File: src/rtl/plic_target_arb_pkg.sv
// Shared constants and types for the PLIC per-target arbiter.
//   PLIC_IRQ_NUM    : default number of source slots (source 0 reserved)
//   PLIC_PRIO_WIDTH : default width of priority and threshold fields
//   PLIC_ID_WIDTH   : width of a source ID at the default slot count
//   state_e         : arbiter FSM encoding (IDLE=0, SCAN=1)
package plic_target_arb_pkg;
  localparam int PLIC_IRQ_NUM    = 32;
  localparam int PLIC_PRIO_WIDTH = 3;
  localparam int PLIC_ID_WIDTH   = $clog2(PLIC_IRQ_NUM);

  typedef enum logic {
    IDLE = 1'b0,
    SCAN = 1'b1
  } state_e;
endpackage

File: src/rtl/plic_prio_sel.sv
// Single-source evaluation: a source is a candidate when pending, enabled
// and of nonzero priority; it replaces the running best only when strictly
// greater, so equal priorities keep the earlier (lower) ID.
// Ports: i_ip, i_ie, i_prio, i_best_prio -> o_upd
module plic_prio_sel #(
  parameter int PRIO_WIDTH = 3
) (
  input  logic                  i_ip,
  input  logic                  i_ie,
  input  logic [PRIO_WIDTH-1:0] i_prio,
  input  logic [PRIO_WIDTH-1:0] i_best_prio,
  output logic                  o_upd
);
  logic w_cand;
  assign w_cand = i_ip & i_ie & (i_prio != '0);
  assign o_upd  = w_cand & (i_prio > i_best_prio);
endmodule

File: src/rtl/register.sv
// Shared flop cells.
//   dffr  : async active-low reset flop, reset value RST
//   dfflr : same, with load enable i_en (holds when i_en=0)
// Ports: i_clk, i_rst_n, [i_en], i_d[W-1:0] -> o_q[W-1:0]
module dffr #(
  parameter int           W   = 1,
  parameter logic [W-1:0] RST = '0
) (
  input  logic         i_clk,
  input  logic         i_rst_n,
  input  logic [W-1:0] i_d,
  output logic [W-1:0] o_q
);
  always_ff @(posedge i_clk or negedge i_rst_n)
    if (!i_rst_n) o_q <= RST;
    else          o_q <= i_d;
endmodule

module dfflr #(
  parameter int           W   = 1,
  parameter logic [W-1:0] RST = '0
) (
  input  logic         i_clk,
  input  logic         i_rst_n,
  input  logic         i_en,
  input  logic [W-1:0] i_d,
  output logic [W-1:0] o_q
);
  always_ff @(posedge i_clk or negedge i_rst_n)
    if (!i_rst_n)  o_q <= RST;
    else if (i_en) o_q <= i_d;
endmodule

File: src/rtl/plic_target_arb.sv
// Per-target PLIC arbiter. Sweeps sources 1..IRQ_NUM-1 one per cycle,
// tracking the highest-priority pending+enabled source, and publishes the
// winner (ID, priority, meip) at the end of each free-running sweep.
// Ports:
//   clk_i, rst_n_i          clock, async active-low reset
//   ip_i, ie_i              pending / enable vectors (bit 0 ignored)
//   prio_i                  packed priorities, source i at [i*PW +: PW]
//   thold_i                 target threshold
//   claim_i                 claim accepted: clear outputs, restart sweep
//   max_id_o, max_prio_o    published winner (0 = none)
//   irq_o                   meip to the hart
//   sweep_done_o            one-cycle pulse on publish
// Build option: PLIC_TARGET_ARB_RECHECK_EN -- drop a published winner as
// soon as its pending or enable bit falls, without waiting for a sweep.
import plic_target_arb_pkg::*;

module plic_target_arb #(
  parameter  int IRQ_NUM    = PLIC_IRQ_NUM,
  parameter  int PRIO_WIDTH = PLIC_PRIO_WIDTH,
  localparam int ID_WIDTH   = $clog2(IRQ_NUM)
) (
  input  logic                          clk_i,
  input  logic                          rst_n_i,
  input  logic [IRQ_NUM-1:0]            ip_i,
  input  logic [IRQ_NUM-1:0]            ie_i,
  input  logic [IRQ_NUM*PRIO_WIDTH-1:0] prio_i,
  input  logic [PRIO_WIDTH-1:0]         thold_i,
  input  logic                          claim_i,
  output logic [ID_WIDTH-1:0]           max_id_o,
  output logic [PRIO_WIDTH-1:0]         max_prio_o,
  output logic                          irq_o,
  output logic                          sweep_done_o
);
  localparam logic [ID_WIDTH-1:0] LAST = ID_WIDTH'(IRQ_NUM-1);
  localparam logic [ID_WIDTH-1:0] ONE  = ID_WIDTH'(1);

  logic                  r_state_bit;
  state_e                w_state, w_state_d;
  logic [ID_WIDTH-1:0]   r_idx, w_idx_d;
  logic [ID_WIDTH-1:0]   r_bid, w_bid_d;
  logic [PRIO_WIDTH-1:0] r_bprio, w_bprio_d;
  logic [ID_WIDTH-1:0]   r_max_id, w_id_d;
  logic [PRIO_WIDTH-1:0] r_max_prio, w_prio_d;
  logic                  r_irq, w_irq_d;
  logic                  r_done, w_done_d;
  logic                  w_out_ld;
  logic [PRIO_WIDTH-1:0] w_cur_prio;
  logic                  w_upd;
  logic [ID_WIDTH-1:0]   w_fin_id;
  logic [PRIO_WIDTH-1:0] w_fin_prio;

  assign w_state    = state_e'(r_state_bit);
  assign w_cur_prio = prio_i[int'(r_idx)*PRIO_WIDTH +: PRIO_WIDTH];

  plic_prio_sel #(.PRIO_WIDTH(PRIO_WIDTH)) u_sel (
    .i_ip        (ip_i[r_idx]),
    .i_ie        (ie_i[r_idx]),
    .i_prio      (w_cur_prio),
    .i_best_prio (r_bprio),
    .o_upd       (w_upd)
  );

  // Final result with the last source folded in.
  assign w_fin_id   = w_upd ? r_idx      : r_bid;
  assign w_fin_prio = w_upd ? w_cur_prio : r_bprio;

  always_comb begin
    w_state_d = w_state;
    w_idx_d   = r_idx;
    w_bid_d   = r_bid;
    w_bprio_d = r_bprio;
    w_out_ld  = 1'b0;
    w_id_d    = '0;
    w_prio_d  = '0;
    w_irq_d   = 1'b0;
    w_done_d  = 1'b0;
    if (claim_i) begin
      // Claim beats a coinciding publish: the claimed ID must not reappear.
      w_state_d = IDLE;
      w_idx_d   = ONE;
      w_bid_d   = '0;
      w_bprio_d = '0;
      w_out_ld  = 1'b1;
    end else if (w_state == IDLE) begin
      w_state_d = SCAN;
      w_idx_d   = ONE;
      w_bid_d   = '0;
      w_bprio_d = '0;
    end else if (r_idx == LAST) begin
      w_out_ld  = 1'b1;
      w_id_d    = w_fin_id;
      w_prio_d  = w_fin_prio;
      w_irq_d   = w_fin_prio > thold_i;
      w_done_d  = 1'b1;
      w_idx_d   = ONE;
      w_bid_d   = '0;
      w_bprio_d = '0;
    end else begin
      w_idx_d = r_idx + ONE;
      if (w_upd) begin
        w_bid_d   = r_idx;
        w_bprio_d = w_cur_prio;
      end
    end
`ifdef PLIC_TARGET_ARB_RECHECK_EN
    // Winner lost pending/enable: retract it (loads zeros).
    if (!w_out_ld && (r_max_id != '0) && !(ip_i[r_max_id] & ie_i[r_max_id]))
      w_out_ld = 1'b1;
`endif
  end

  dffr #(.W(1), .RST(1'b0)) u_state (
    .i_clk(clk_i), .i_rst_n(rst_n_i), .i_d(w_state_d), .o_q(r_state_bit));
  dffr #(.W(ID_WIDTH), .RST(ONE)) u_idx (
    .i_clk(clk_i), .i_rst_n(rst_n_i), .i_d(w_idx_d), .o_q(r_idx));
  dffr #(.W(ID_WIDTH)) u_bid (
    .i_clk(clk_i), .i_rst_n(rst_n_i), .i_d(w_bid_d), .o_q(r_bid));
  dffr #(.W(PRIO_WIDTH)) u_bprio (
    .i_clk(clk_i), .i_rst_n(rst_n_i), .i_d(w_bprio_d), .o_q(r_bprio));
  dfflr #(.W(ID_WIDTH+PRIO_WIDTH+1)) u_out (
    .i_clk(clk_i), .i_rst_n(rst_n_i), .i_en(w_out_ld),
    .i_d({w_id_d, w_prio_d, w_irq_d}), .o_q({r_max_id, r_max_prio, r_irq}));
  dffr #(.W(1)) u_done (
    .i_clk(clk_i), .i_rst_n(rst_n_i), .i_d(w_done_d), .o_q(r_done));

  assign max_id_o     = r_max_id;
  assign max_prio_o   = r_max_prio;
  assign irq_o        = r_irq;
  assign sweep_done_o = r_done;
endmodule
File: config.mk
export PLATFORM = sky130hd
export DESIGN_NAME = plic_target_arb
export DESIGN_NICKNAME = d
export VERILOG_FILES = /design/src/rtl/plic_target_arb_pkg.sv /design/src/rtl/plic_prio_sel.sv /design/src/rtl/register.sv /design/src/rtl/plic_target_arb.sv
export SDC_FILE = /design/constraint.sdc
export NUM_CORES = 1
export LEC_CHECK = 0
export CAP_MARGIN = 20
export CORE_UTILIZATION = 37
export CTS_BUF_LIST = sky130_fd_sc_hd__clkbuf_8
export DETAILED_ROUTE_END_ITERATION = 10
export PLACE_DENSITY = 0.83
export SYNTH_ARGS = -nofsm -noshare
export SYNTH_HDL_FRONTEND = slang
export SYNTH_HIERARCHICAL = 1
export SYNTH_SLANG_ARGS = --single-unit
File: constraint.sdc
create_clock -name clk_i -period 5.4 [get_ports clk_i]
set_input_delay 0.81 -clock clk_i [delete_from_list [all_inputs] [get_ports clk_i]]
set_output_delay 0.81 -clock clk_i [all_outputs]
set_load 0.05 [all_outputs]
# Yosys cells after proc, flatten, opt, wreduce, memory -nomap -nowiden

Index checks and enable logic that the tools add are counted.

Register bits: 24
Input port bits: 166
Output and inout bits: 10
Word-level logic and storage cells: 46

Add/sub/neg operators: 1
Multiply operators: 1
$lt $le $gt $ge: 3
Equal/unequal tests: 1
Shift operators: 1
Muxes and demuxes: 29
Bitwise gates (word level): 3
Reductions and logical operators: 1

Operators with widths:

| kind                                                                  | number |
|---|---|
| 96-bit by 8-bit variable part select with 3-bit output                | 1 |
| 5-bit 2-to-1 mux                                                      | 10 |
| 3-bit 2-to-1 mux                                                      | 7 |
| 1-bit binary-select mux with 5-bit select                             | 2 |
| 1-bit 2-to-1 mux                                                      | 10 |
| 5-bit by 2-bit multiplier with 7-bit output (second input constant)   | 1 |
| 3-bit greater-than comparator                                         | 2 |
| 5-bit by 6-bit < comparator with 1-bit output (second input constant) | 1 |
| 5-bit by 1-bit adder with 5-bit output (second input constant)        | 1 |
| 5-bit equality test (second input constant)                           | 1 |
| 1-bit AND                                                             | 3 |
| 3-bit nonzero test                                                    | 1 |

# Logic depth before layout (Yosys ltp)

Gate-level depths: netlist (run 1).

Depth in word-level cells: 10
Mapped depth: 22
Gate-level depth less buffers: 19

# By module

The synthesis (run 1) kept the hierarchy.

By module, submodules not included:

| module            | times used | cells an instance | area each (µm²) | seq. area each (µm²) |
|---|---|---|---|---|
| plic_target_arb   | 1          | 198               | 1,752.9         | 0.0 |
| dfflr             | 1          | 19                | 371.6           | 225.2 |
| dffr (u_idx)      | 1          | 5                 | 126.4           | 126.4 |
| dffr (u_bid)      | 1          | 5                 | 125.1           | 125.1 |
| plic_prio_sel     | 1          | 11                | 85.1            | 0.0 |
| dffr (u_bprio)    | 1          | 3                 | 75.1            | 75.1 |
| dffr (u_done ...) | 2          | 1                 | 25.0            | 25.0 |

# Least setup slack after synthesis (run 1)

No wires, ideal clock.

Kind: register -> register
Start point: register u_idx.o_q[0]
End point: register u_out.o_q[0]
Library setup time: 0.125 ns
Arrival: 3.905 ns
Data required time: 5.275 ns
Slack: 1.370 ns
Stages on the path, launching flop included: 21
Path buffers: 3
Clock period less this slack: 4.030 ns
Cells stage by stage: dfstp_2 -> buf_4 -> buf_6 -> mux2i_1 -> a22oi_1 -> a21oi_1 -> or4_1 -> inv_1 -> inv_1 -> ha_1 -> a31oi_1 -> o21a_1 -> clkbuf_1 -> inv_1 -> nand2_1 -> o21ai_0 -> ha_1 -> a21o_1 -> a21oi_1 -> a311oi_1 -> mux2_4

Cells in the longest elaborated chain, start to end: 10
Elaborated cells between the ends (all ways): 20
Classes of those cells: mul (1); order compare (2); eq/ne (1); shift (1); mux (11); bitwise (3); reduce/logical (1)

Ends and longest elaborated chain:

| item                                                                  | line                  | source |
|---|---|---|
| start: declaration                                                    | register.sv:12        | `output logic [W-1:0] o_q` |
| start signal: assignment                                              | register.sv:16        | `else o_q <= i_d;` |
| 5-bit by 2-bit multiplier with 7-bit output (*)                       | plic_target_arb.sv:53 | `assign w_cur_prio = prio_i[int'(r_idx)*PRIO_WIDTH +: PRIO_WIDTH];` |
| 96-bit by 8-bit variable part select with 3-bit output (*)            | plic_target_arb.sv:53 |  |
| via w_cur_prio[0]                                                     | plic_target_arb.sv:47 | `logic [PRIO_WIDTH-1:0] w_cur_prio;` |
| branches (longest 2 deep; another with 3-bit greater-than comparator) | -                     |  |
| 1-bit AND (*)                                                         | plic_prio_sel.sv:16   | `assign o_upd = w_cand & (i_prio > i_best_prio);` |
| via w_upd                                                             | plic_target_arb.sv:48 | `logic w_upd;` |
| 3-bit 2-to-1 mux (*)                                                  | -                     |  |
| 3-bit greater-than comparator (*)                                     | plic_target_arb.sv:93 | `w_irq_d = w_fin_prio > thold_i;` |
| 1-bit 2-to-1 mux (*)                                                  | plic_target_arb.sv:89 | `end else if (r_idx == LAST) begin` |
| 1-bit 2-to-1 mux (*)                                                  | plic_target_arb.sv:84 | `end else if (w_state == IDLE) begin` |
| 1-bit 2-to-1 mux (*)                                                  | plic_target_arb.sv:77 | `if (claim_i) begin` |
| via w_irq_d                                                           | plic_target_arb.sv:44 | `logic r_irq, w_irq_d;` |
| end signal: assignment                                                | register.sv:31        | `else if (i_en) o_q <= i_d;` |
| end: declaration                                                      | register.sv:27        | `output logic [W-1:0] o_q` |

Mark *: on every way through the listed nets, which the timed path passes. The select of a mux whose other input is x is not followed.
A chain may end at the register's enable or synchronous reset.

# Worst setup path after layout (run 1)

Ends and elaborated chain as after synthesis.

==> results.tsv, run 1 <==
stage	metric	value	unit
global_routing	first-pass GRT wire length	13.7	mm
clocking	post_cts resized	0	
setup_path	crit path cell chain	buf_4 > nor2b_1 > a22oi_1 > a21oi_1 > or4_1 > inv_1 > ha_1 > a31oi_1 > o21a_1 > inv_1 > nand2_1 > a21boi_0 > ha_1 > inv_1 > a21o_1 > a21oi_1 > a311oi_1 > mux2_4	
synthesis	synth warn	6	
finish	sequential standard cell area	603	um2
setup_path	Worst Path Required	5.56	ns
synthesis	Mapped Cells	243	
floorplan	Die Y	85.6	um
clocking	CTS Hold Buffers Added	0	
clocking	CTS root buffer	clkbuf_8	
finish	share of post-route cells with drive strength above 1	10.0	%
run_status	status	complete, no violations	
synthesis	register area share after synthesis	23.3	%
floorplan	Rows	30	
finish	# fillers	565	
route	routed wire length per instance	17.6	um
synthesis	Avg Cell Area, Syn	10.6	um2
place	Cell Area, Placed	4340	um2
synthesis	#FFs+latches synth	24	
route	vias post-DR	2650	
synthesis	Post-synth EDFFs	0	
sta	setup TNS	0	ns
place	Detail Placement HPWL	7.14	mm
sta	RSZ-0062 raised after global routing	false	
finish	Layout area overhead	70.7	%
setup_path	CP dominant cell by count	inv_1	
setup_path	crit end category	flip-flop	
finish	diodes inserted	0	
sta	max_slew headroom	50.1	%
floorplan	Die Width	85.6	um
synthesis	Cell variety after synth	33	
setup_path	WP data arrival	4.80	ns
route	starting DRC count in detailed routing	106	
setup_path	CP Launch Type	flip-flop	
synthesis	Synth top cells by count	53 x mux2i_1, 24 x a22oi_1, 23 x dfrtp_1	
clocking	CTS clock-pin slew for the worst setup and hold paths	0.08	ns
finish	nets@finish	584	
synthesis	commonest register cell after synthesis	dfrtp_1	
power	LEAKAGE	1.82	nW
floorplan	core region area	6760	um2
clocking	clk sinks	24	
setup_path	Worst path top cell family by delay	compound AO/OA/AOI/OAI gates	
power	P_sw	0.000147	W
clocking	H-Tree Depth	1	
clocking	Max clock buf depth	2	
power	Clock power frac	19.3	%
route	drt total wl	8.59	mm
global_routing	largest net degree at the start of global routing	34	
global_routing	gr ovfl total	0	
synthesis	top-count cell post-synth	mux2i_1	
place	input/output buffers	175	
clocking	Num CTS Buffers	3	
synthesis	syn_nets	417	
clocking	CTS tree	built	
place	GP Congestion	0.864	
synthesis	asr flop ratio synth	100	%
finish	footprint of the multi-input gates	1820	um2
floorplan	# IOs	176	
min_path	hold crit path type	reg -> reg	
global_routing	GR Util All Layers	23.5	%
synthesis	Yosys top cell area share	22.3	%
power	Worst IR Drop VDD	84.4	uV
sta	min Tclk post-route	4.64	ns
route	# DRC	0	
finish	final instance area	4410	um2
power	sequential share of power	34.1	%
sta	Final setup viols	0	
route	Routed Antenna Nets	0	
global_routing	vias in the first global route	2922	
power	Sw Ratio	26.7	%
sta	Setup Skew	0.00607	ns
setup_path	Crit Path Category	reg -> reg	
synthesis	cell area after synthesis	2590	um2
setup_path	Slowest-stage cell, CP	or4_1	
route	via/cell ratio	5.42	
floorplan	Initial Utilization	38.3	%
global_routing	initial antenna violation count	0	
setup_path	buffers plus inverters on the worst setup path	4	
power	Comb power frac	46.6	%
sta	fin crit share	85.9	%
sta	max frequency	0.215	GHz
sta	Worst-Margin Slew	0.748	ns
synthesis	Synth area leader	dfrtp_1	
setup_path	CP Max Fanout	33	
sta	Slew Viols, Final	0	
floorplan	die area	7330	um2
power	power density cells	125	nW/um2
setup_path	max incr delay on CP	0.62	ns
power	Int Power	0.000406	W
route	drt pass-1 iters	4	
flow_run	max cap viols	0	
clocking	post-CTS setup buffers	0	
clocking	clk_lat worst skew	0.27	ns
sta	final hold viol count	0	
synthesis	synth top area cells	dfrtp_1 22%, mux2i_1 21%, mux4_2 17%	
## routing by layer
metal,up-vias,global-route usage [%],wire length [um]
met3,28,5.39,709
met1,1232,25.0,3160
met4,0,8.79,283
li1,1261,-,-
met5,-,0,0
met2,129,44.9,4440
## path summary, 6_finish.rpt
kind,start,endpoint,slack [ns],cells after the start
worst max-delay path,u_idx/o_q[0],u_out/o_q[0],0.76,18
worst min-delay path,u_out/o_q[8],u_out/o_q[8],0.52,1
worst max register to register,u_idx/o_q[0],u_out/o_q[0],0.76,18
worst min register to register,u_out/o_q[8],u_out/o_q[8],0.52,1
max in group asynchronous,rst_n_i,u_idx/o_q[0],4.13,2
min in group asynchronous,rst_n_i,u_out/o_q[0],0.78,1
## cell usage in the layout, fill, tap and decap left out, drive strengths merged, types with 3 or more instances in the layout
| master | netlist | final |
|---|---|---|
| clkdlybuf4s50 | 0 | 175 |
| mux2i | 53 | 53 |
| a22oi | 24 | 24 |
| dfrtp | 23 | 23 |
| mux4 | 20 | 20 |
| nor2 | 14 | 14 |
| a21oi | 13 | 13 |
| inv | 12 | 13 |
| nand2 | 11 | 11 |
| mux2 | 11 | 11 |
| ha | 8 | 8 |
| nor2b | 7 | 7 |
| o22ai | 6 | 6 |
| and2 | 4 | 4 |
| buf | 13 | 4 |
| nand2b | 3 | 3 |
| or4 | 3 | 3 |
| clkbuf | 4 | 3 |
## through the flow
stage	cells	power, W	worst slack, ns	hold slack [ns]	utilization (%)
final	489	0.000553	0.759	0.518	65.3
after global routing	489	0.000585	0.458	0.536	65.3
after CTS	488	0.000557	0.746	0.524	64.9
after detailed placement	484	0.000448	0.579	0.499	64.3
after global placement	484	0.000440	0.817	0.498	64.3
after floorplan	243	0.000305	1.37	0.480	-
## worst reg2reg max path: cells and delay by family, from the launching register on
family	cells	cell delay, ns
AO/OA/AOI/OAI	8	1.53
adder cells (fa/ha/maj)	2	0.43
buffers and inverters	4	0.78
multiplexers	1	0.26
flip-flops	1	0.54
AND/OR/NAND/NOR	3	0.98
## state kept, by name (all words and copies together) (netlist names)
name,cells
u_out/o_q,9
u_bid/o_q,5
u_idx/o_q,5
u_bprio/o_q,3
u_done/o_q,1
u_state/o_q,1
## layout make-up
| type | count | share of cell area [%] |
|---|---|---|
| Clock buffer | 3 | 0.935 |
| Inverter | 12 | 1.02 |
| Timing Repair Buffer | 179 | 40.8 |
| Sequential cell | 24 | 13.7 |
| Tap cell | 80 | 2.27 |
| Clock inverter | 1 | 0.0850 |
| Multi-Input combinational cell | 190 | 41.2 |
## cell families after synthesis
family                   count (synthesis)  share of synthesized area (%)
AO/OA/AOI/OAI                           52                           13.4
XOR/XNOR                                 2                          0.677
adder cells (fa/ha/maj)                  8                           3.87
buffers and inverters                   29                           6.39
flip-flops                              24                           23.3
multiplexers                            84                           44.0
AND/OR/NAND/NOR                         44                           8.37
## power groups by stage
stage | Combinational [W] | Sequential (W) | Clock [W]
after global routing | 0.000276 | 0.000190 | 0.000118
after detailed placement | 0.000256 | 0.000192 | 0
after global placement | 0.000248 | 0.000192 | 0
final | 0.000258 | 0.000189 | 0.000107
after floorplan | 0.000117 | 0.000188 | 0
after CTS | 0.000257 | 0.000189 | 0.000111
No activity file was read; power rests on OpenSTA's default activity.
==> run 2, diff against run 1 <==
--- a/config.mk
+++ b/config.mk
@@ -6,10 +6,12 @@
 export NUM_CORES = 1
 export LEC_CHECK = 0
 export CAP_MARGIN = 20
+export CORE_MARGIN = 3
 export CORE_UTILIZATION = 37
 export CTS_BUF_LIST = sky130_fd_sc_hd__clkbuf_8
 export DETAILED_ROUTE_END_ITERATION = 10
 export PLACE_DENSITY = 0.83
+export SLEW_MARGIN = 0
 export SYNTH_ARGS = -nofsm -noshare
 export SYNTH_HDL_FRONTEND = slang
 export SYNTH_HIERARCHICAL = 1
==> run 2 against run 1 <==
Net effect:
- register-to-register slack worse by 0.09 ns
- hold slack improved by 0.0021 ns
- clock power is 50% higher
- setup slack lost 0.092 ns
- count of clock-buffer cells in the layout did not move
- largest power group unchanged
- highest routed layer unchanged
==> results.tsv, run 2 (same netlist as run 1, synthesis figures left out) <==
stage	metric	value	unit
floorplan	Rows	29	
setup_path	crit end category	flip-flop	
clocking	CTS root buffer	clkbuf_8	
setup_path	CP endpoint	u_out/o_q[0]	
floorplan	die area	8030	um2
power	Sw Ratio	24.9	%
global_routing	vias in the first global route	2904	
flow_run	max cap viols	0	
setup_path	Crit Path Category	reg -> reg	
sta	Worst-Margin Slew	0.751	ns
power	Comb power frac	41.5	%
finish	number of flip-flops in the largest register	9	
global_routing	largest net degree at the start of global routing	30	
setup_path	RR Endpoint	u_out/o_q[0]	
min_path	hold path cells	1	
sta	fin crit share	87.6	%
place	input/output buffers	175	
floorplan	core region area	6570	um2
clocking	post-CTS setup buffers	0	
setup_path	CP Max Fanout	28	
finish	share of post-route cells with drive strength above 1	10.3	%
power	Worst IR Drop VDD	106	uV
setup_path	R2R depth	18	
floorplan	Initial Utilization	39.4	%
finish	largest registers	u_out/o_q: 9 flops, u_bid/o_q: 5 flops, u_idx/o_q: 5 flops	
sta	final worst setup slack	0.667	ns
power	Int Power	0.000454	W
global_routing	gr ovfl total	0	
route	drt total wl	8.92	mm
sta	setup TNS	0	ns
setup_path	flop-to-flop setup slack	0.67	ns
finish	commonest cells after routing, fill and taps aside	175 x clkdlybuf4s50_1, 53 x mux2i_1, 24 x a22oi_1, 22 x dfrtp_1, 20 x mux4_2	
finish	register with the most flip-flops	u_out/o_q	
route	Routed Antenna Nets	0	
clocking	clk sinks	24	
min_path	hold crit path type	reg -> reg	
sta	Final setup viols	0	
setup_path	crit path cell chain	buf_4 > mux2i_1 > a22oi_1 > a21oi_1 > or4_1 > inv_1 > ha_1 > a31oi_1 > o21a_1 > inv_1 > nand2_1 > a21boi_0 > ha_1 > inv_1 > a21o_1 > a21oi_1 > a311oi_1 > mux2_4	
sta	Hold Slack	0.520	ns
sta	RSZ-0062 raised after global routing	false	
setup_path	CP Launch Type	flip-flop	
setup_path	WP data arrival	4.91	ns
clocking	CTS Hold Buffers Added	0	
clocking	post_cts resized	0	
setup_path	RR Startpoint	u_idx/o_q[0]	
sta	max frequency	0.211	GHz
route	routed wire length per instance	17.8	um
floorplan	Die Width	89.6	um
setup_path	CP dominant cell by count	inv_1	
finish	Layout area overhead	72.3	%
place	GP Congestion	0.879	
clocking	clk_lat worst skew	0.28	ns
power	power density cells	136	nW/um2
clocking	CTS tree	built	
finish	commonest non-fill, non-tap cell in the layout	clkdlybuf4s50_1	
route	# DRC	0	
power	P_sw	0.000150	W
floorplan	# IOs	176	
setup_path	Critical Path Source	u_idx/o_q[0]	
clocking	H-Tree Depth	1	
setup_path	max incr delay on CP	1.03	ns
route	drt pass-1 iters	4	
sta	final hold viol count	0	
finish	nets@finish	584	
clocking	Max clock buf depth	2	
power	LEAKAGE	1.83	nW
finish	diodes inserted	0	
global_routing	GR Util All Layers	21.8	%
clocking	CTS clock-pin slew for the worst setup and hold paths	0.09	ns
power	total power	0.000605	W
clocking	Num CTS Buffers	3	
sta	min Tclk post-route	4.73	ns
sta	Slew Viols, Final	0	
sta	max_slew headroom	49.9	%
global_routing	first-pass GRT wire length	13.6	mm
floorplan	Die Y	89.6	um
setup_path	Worst Path Required	5.57	ns
route	starting DRC count in detailed routing	94	
route	vias post-DR	2651	
route	via/cell ratio	5.28	
power	Clock power frac	26.4	%
setup_path	Slowest-stage cell, CP	dfstp_2	
finish	footprint of the multi-input gates	1820	um2
finish	# fillers	527	
global_routing	initial antenna violation count	0	
power	sequential share of power	32.1	%
run_status	status	complete, no violations	
finish	Post-Route Utilization	67.9	%
finish	sequential standard cell area	603	um2
place	Detail Placement HPWL	7.48	mm
sta	Setup Skew	0.00989	ns
place	dpl ws	0.574	ns
[run 2: cell count changes in the layout (fill, tap and decap cells not counted)]
cell / before / now
inv_1: 13 / 12
bufinv_16: 0 / 1
[run 2: critical path, delay by kind of cell, from the launching register on]
kind / cells / cell delay, ns
multiplexers: 2 / 0.35
AND/OR/NAND/NOR: 2 / 0.72
AO/OA/AOI/OAI: 8 / 1.42
adder cells (fa/ha/maj): 2 / 0.45
buffers and inverters: 4 / 0.66
flip-flops: 1 / 1.03
[run 2: stage by stage]
step                      cell area, um2  instances
after floorplan                     2590        243
after global placement              4360        497
after detailed placement            4360        497
after CTS                           4430        501
after global routing                4460        502
final                               4460        502
[run 2: cell type report]
class	instances	area share (%)
Multi-Input combinational cell	190	40.8
Clock buffer	3	0.926
Clock inverter	1	0.674
Timing Repair Buffer	179	40.4
Tap cell	93	2.61
Sequential cell	24	13.5
Inverter	12	1.01
[run 2: routing by layer]
metal  track usage (%)  vias to the layer above  part of all wire (%)
li1                  -                     1262                     -
met1              24.0                     1244                    38
met2              42.3                      129                    52
met3              4.20                       16                   9.0
met4              5.55                        0                   1.8
met5                 0                        -                     0
[run 2: worst min-delay path by stage]
stage | startpoint | endpoint | slack (ns)
finish | u_out/o_q[1] | u_out/o_q[1] | 0.52
global route | u_out/o_q[4] | u_out/o_q[4] | 0.55
CTS | u_out/o_q[4] | u_out/o_q[4] | 0.52
detailed placement | u_out/o_q[8] | u_out/o_q[8] | 0.50
global placement | u_out/o_q[5] | u_out/o_q[5] | 0.49
floorplan | u_bid/o_q[0] | u_bid/o_q[0] | 0.48
[run 2: power groups by stage]
| stage | Sequential, W | Clock (W) | Combinational (W) |
|---|---|---|---|
| after detailed placement | 0.000197 | 0 | 0.000249 |
| after global routing | 0.000195 | 0.000170 | 0.000272 |
| after CTS | 0.000194 | 0.000163 | 0.000250 |
| final | 0.000194 | 0.000160 | 0.000251 |
| after global placement | 0.000197 | 0 | 0.000242 |
| after floorplan | 0.000188 | 0 | 0.000117 |
